===== src/rtl/prio_enc_arb.sv =====
// prio_enc_arb
// Registered N-way request arbiter with a valid/ready grant interface.
// A winner is chosen from the request vector either by fixed priority
// (highest index wins) or round-robin (the previously granted index has the
// lowest priority), then held on the outputs until the consumer accepts it.
// On acceptance the requests are re-arbitrated in the same edge, so a
// continuously ready consumer sees one grant per cycle with no bubbles.
//
// Parameters:
//   N    - number of request lines (>= 2)
//   W    - index width, clog2(N)
//   MODE - 0: fixed priority, 1: round-robin
// Ports:
//   clk        - rising-edge clock
//   rst        - asynchronous active-high reset
//   req        - level request vector, bit i requests grant i
//   gnt_ready  - consumer accepts the held grant this cycle
//   gnt_valid  - a grant is held on gnt_idx / gnt_onehot
//   gnt_idx    - binary index of the held grant (kept after the grant drains)
//   gnt_onehot - one-hot form of gnt_idx, zero when no grant is held
//   idle       - no grant is held (always ~gnt_valid)
module prio_enc_arb #(
  parameter int N    = 8,
  parameter int W    = 3,
  parameter int MODE = 0
) (
  input  logic         clk,
  input  logic         rst,
  input  logic [N-1:0] req,
  input  logic         gnt_ready,
  output logic         gnt_valid,
  output logic [W-1:0] gnt_idx,
  output logic [N-1:0] gnt_onehot,
  output logic         idle
);

  typedef enum logic [0:0] {
    ST_IDLE  = 1'b0,
    ST_GRANT = 1'b1
  } state_t;

  // Highest set bit wins; result is {found, index}. Once a winner is found the
  // lower bits only meet an OR with 1 and a gated select, so unknown bits below
  // the winner cannot disturb the result.
  function automatic logic [W:0] pick_fixed(input logic [N-1:0] r);
    logic         found;
    logic [W-1:0] idx;
    logic [W-1:0] pos;
    found = 1'b0;
    idx   = {W{1'b0}};
    for (int i = N - 1; i >= 0; i--) begin
      pos   = W'(i);
      idx   = (!found && r[pos]) ? pos : idx;
      found = found | r[pos];
    end
    return {found, idx};
  endfunction

  // Round-robin: search descends from last-1 and wraps from 0 to N-1, so the
  // index granted last is visited at the very end.
  function automatic logic [W:0] pick_rr(input logic [N-1:0] r,
                                         input logic [W-1:0] last);
    logic         found;
    logic [W-1:0] idx;
    logic [W-1:0] pos;
    found = 1'b0;
    idx   = {W{1'b0}};
    for (int k = 0; k < N; k++) begin
      pos   = W'((int'(last) + N - 1 - k) % N);
      idx   = (!found && r[pos]) ? pos : idx;
      found = found | r[pos];
    end
    return {found, idx};
  endfunction

  state_t       state_r;
  logic         gnt_valid_r;
  logic [W-1:0] gnt_idx_r;
  logic [N-1:0] gnt_onehot_r;
  logic         idle_r;
  logic [W-1:0] last_r;

  logic [W-1:0] search_last_s;
  logic [W:0]   pick_s;
  logic         sel_any_s;
  logic [W-1:0] sel_idx_s;
  logic [N-1:0] sel_onehot_s;

  // Pointer used for this edge's selection: an accept in round-robin mode
  // moves the pointer to the accepted index before re-arbitrating.
  always_comb begin
    search_last_s = last_r;
    if ((MODE == 1) && (state_r == ST_GRANT) && gnt_ready) begin
      search_last_s = gnt_idx_r;
    end else begin
      search_last_s = last_r;
    end
  end

  // Winner selection for the configured arbitration mode.
  always_comb begin
    pick_s = {(W + 1){1'b0}};
    if (MODE == 1) begin
      pick_s = pick_rr(req, search_last_s);
    end else begin
      pick_s = pick_fixed(req);
    end
  end

  assign sel_any_s    = pick_s[W];
  assign sel_idx_s    = pick_s[W-1:0];
  assign sel_onehot_s = {{(N - 1){1'b0}}, 1'b1} << sel_idx_s;

  // Grant state machine: load a winner from IDLE, hold it until accepted,
  // then reload without a bubble or drain to IDLE when nothing is pending.
  always_ff @(posedge clk or posedge rst) begin
    if (rst) begin
      state_r      <= ST_IDLE;
      gnt_valid_r  <= 1'b0;
      gnt_idx_r    <= {W{1'b0}};
      gnt_onehot_r <= {N{1'b0}};
      idle_r       <= 1'b1;
      last_r       <= {W{1'b0}};
    end else begin
      case (state_r)
        ST_IDLE: begin
          if (sel_any_s) begin
            state_r      <= ST_GRANT;
            gnt_valid_r  <= 1'b1;
            gnt_idx_r    <= sel_idx_s;
            gnt_onehot_r <= sel_onehot_s;
            idle_r       <= 1'b0;
          end
        end
        ST_GRANT: begin
          // Without gnt_ready the held grant ignores any change on req.
          if (gnt_ready) begin
            if (MODE == 1) begin
              last_r <= gnt_idx_r;
            end
            if (sel_any_s) begin
              gnt_idx_r    <= sel_idx_s;
              gnt_onehot_r <= sel_onehot_s;
            end else begin
              // gnt_idx keeps the last granted index on purpose.
              state_r      <= ST_IDLE;
              gnt_valid_r  <= 1'b0;
              gnt_onehot_r <= {N{1'b0}};
              idle_r       <= 1'b1;
            end
          end
        end
        default: begin
          state_r      <= ST_IDLE;
          gnt_valid_r  <= 1'b0;
          gnt_onehot_r <= {N{1'b0}};
          idle_r       <= 1'b1;
        end
      endcase
    end
  end

  assign gnt_valid  = gnt_valid_r;
  assign gnt_idx    = gnt_idx_r;
  assign gnt_onehot = gnt_onehot_r;
  assign idle       = idle_r;

endmodule


===== config.mk =====
export PLATFORM = sky130hd
export DESIGN_NAME = prio_enc_arb
export DESIGN_NICKNAME = d
export VERILOG_FILES = /design/src/rtl/prio_enc_arb.sv
export SDC_FILE = /design/constraint.sdc
export NUM_CORES = 1
export LEC_CHECK = 0
export ABC_AREA = 1
export CAP_MARGIN = 25
export CORE_MARGIN = 8
export CORE_UTILIZATION = 46
export DETAILED_ROUTE_END_ITERATION = 16
export PLACE_DENSITY = 0.83
export SLEW_MARGIN = 20
export SYNTH_ARGS = -nofsm -noshare
export SYNTH_HDL_FRONTEND = slang
export SYNTH_SLANG_ARGS = --single-unit

===== constraint.sdc =====
create_clock -name clk -period 2.8 [get_ports clk]
set_clock_uncertainty 0.05 [all_clocks]
set_input_delay 0.56 -clock clk [delete_from_list [all_inputs] [get_ports clk]]
set_output_delay 0.56 -clock clk [all_outputs]
set_load 0.005 [all_outputs]

==> results.cfg <==
[setup_path]
path_max_fanout = 2
crit_family = flip-flops
path_class = register to output pin
cp_slowest_stage_delay_ps = 540
cp-start-kind = register
crit_chain = clkdlybuf4s50_1
timing.critical_path.buf_inv = 1
cp_slowest_cell = dfstp_2
worstPathArrival_ps = 1310
cp_data_required_time_ps = 2190
end_kind = output pin

[global_route]
use_met3_pct = 0.815
grt_max_degree = 15
track_usage_pct = 11.4
grt_pass1_wl_mm = 2.46
antenna_found_initial = 0
grt-ovfl-total = 0
grt.busiest_layer = met2
use_met2_pct = 19.8
first_global_vias = 564
use_met1_pct = 12.6

[finish]
final_util_pct = 65.8
final_area_um2 = 957
diodes = 0
fillers = 130
area_growth_pct = 38.3
fin_cells = 123
nets = 119
drive_gt1_share_pct = 12.1

[die]
io_pins = 24
start_util_pct = 47.6
coreArea_um2 = 1450
die_h_um = 54.8
die_x_um = 54.8
rows = 14
die_area_um2 = 3000

[synth]
syn-cell-area_um2 = 692
synth_top_area_share_pct = 47.0
post-synth-top-area-cell = dfrtp_1
ys_ff_latch = 14
synth_compound_area_share_pct = 7.41
yosys-top-cells-area = dfrtp_1, nand2_1, inv_1
synth.area.mux_share_pct = 0
synth_area_per_cell_um2 = 8.54
yosys_warnings = 0
postSynthCellCount = 81
synth-simple-area-share_pct = 34.7
synth_fp_nets = 92
synth_top_family_by_area = simple AND/OR/NAND/NOR gates
synth_xor_area_share_pct = 0
yosys.area_share.adder_pct = 0
synth.distinct_cells = 17
seq_area_frac_synth_pct = 50.8

[route]
wl_mm = 1.56
vias = 588
detail_route.vias_per_cell = 4.78
drt_pass1_iterations = 4
wl_per_cell_um = 12.7
detail-route-antenna-nets = 0
drtIter0Drc = 16
drc_errors = 0

[outcome]
status = finished, final reports clean

[placement]
gp_congestion = 0.814
dp.cells = 119
hpwl_mm = 1.27
place_area_um2 = 931
port_buffers = 23

[timing]
period_needed_ps = 1920
fin_crit_sh_pct = 68.5
slew_violations = 0
tightestPinTransition_ps = 516
setup_violations = 0
fmax_mhz = 521
finalHoldViolations = 0
final.setup.tns_ps = 0
rsz0062_at_grt = false
relSlewSlack_pct = 65.6

[clocking]
holdBufCountCts = 0
clkLatencyLatePin_ps = 270
cts.clk_slew.worst_paths_ps = 80
cts_tree = done
cts_buffer_depth = 2
clock-sinks = 14
cts_max_level = 1
cts_made_buffers = 3
post_cts_buffers = 0
root_buffer = clkbuf_4
cts_resized = 0

[power_and_ir_drop]
vdd_drop_max_v = 0.000212
p_leak_uw = 0.000470
power_density_nw_per_um2 = 431

[job]
maxCapViolCount = 0

[min_path]
hold_class = register to register
placed cells by master, fill, tap and decap left out:
| master | netlist | routed |
|---|---|---|
| dfstp_2 | 1 | 1 |
| inv_1 | 10 | 10 |
| o21ai_0 | 4 | 4 |
| nand2_2 | 1 | 1 |
| dfrtp_1 | 13 | 13 |
| clkbuf_4 | 0 | 3 |
| nand3_2 | 1 | 1 |
| nor2_4 | 2 | 2 |
| o2111ai_1 | 1 | 1 |
| nand2_4 | 1 | 1 |
| clkbuf_1 | 0 | 1 |
| nand3_1 | 7 | 7 |
| or2_2 | 1 | 1 |
| a21oi_1 | 1 | 1 |
| nand2_1 | 31 | 31 |
| clkdlybuf4s50_1 | 0 | 23 |
| nor2_1 | 3 | 3 |
| nand4_4 | 1 | 1 |
| o21ai_2 | 2 | 2 |
report_power, final:
group          switching, uW  internal [uW]
Sequential              5.84            214
Clock                   65.3           55.3
Combinational           33.4           39.5
metrics by stage:
step / total power, uW / setup WS, ps / hold WS, ps
floorplan: 252 / 1330 / 399
global placement: 296 / 739 / 403
detailed placement: 298 / 695 / 409
CTS: 419 / 868 / 430
global route: 437 / 837 / 439
finish: 413 / 881 / 425
synth_stat cells:
cell type,instances
or2_2,1
nand2_4,1
o21ai_0,4
nand4_4,1
nand2_1,31
dfstp_2,1
nand2_2,1
inv_1,10
nor2_1,3
nand3_2,1
o21ai_2,2
nor2_4,2
a21oi_1,1
dfrtp_1,13
buf_6,1
nand3_1,7
o2111ai_1,1
cell type report:
type / count / area [um^2] / share of cell area (%)
clock buffer: 4 / 26.3 / 2.75
inverter: 10 / 37.5 / 3.92
timing repair buffer: 23 / 230 / 24.1
sequential: 14 / 352 / 36.7
multi-input combinational: 56 / 292 / 30.5
tap: 16 / 20.0 / 2.09
per-layer routing:
metal  vias up  share of wire [%]
li1        306                  -
met1       266                 43
met2        11                 51
met3         5                3.3
met4         0                3.0
met5         -                  0
registers in the layout, indices dropped and copies added (netlist names):
signal,count
gnt_onehot,8
gnt_valid,1
gnt_idx,3
idle,1
state_r,1
path summary, 6_finish.rpt:
path                               start       endpoint  slack, ps  cells past startpoint
max                                 idle           idle        880                      1
min                        gnt_onehot[0]  gnt_onehot[0]        430                      2
max reg2reg                      state_r  gnt_onehot[7]       1470                      6
min reg2reg                gnt_onehot[0]  gnt_onehot[0]        430                      2
max in group asynchronous            rst           idle       1780                      2
min in group asynchronous            rst  gnt_onehot[3]        550                      2
cells by family after synthesis:
group / Yosys count
AOI/OAI and AO/OA: 8
buffers and inverters: 11
and+or+nand+nor: 48
DFF: 14
Power figures use the tool's default switching activity.
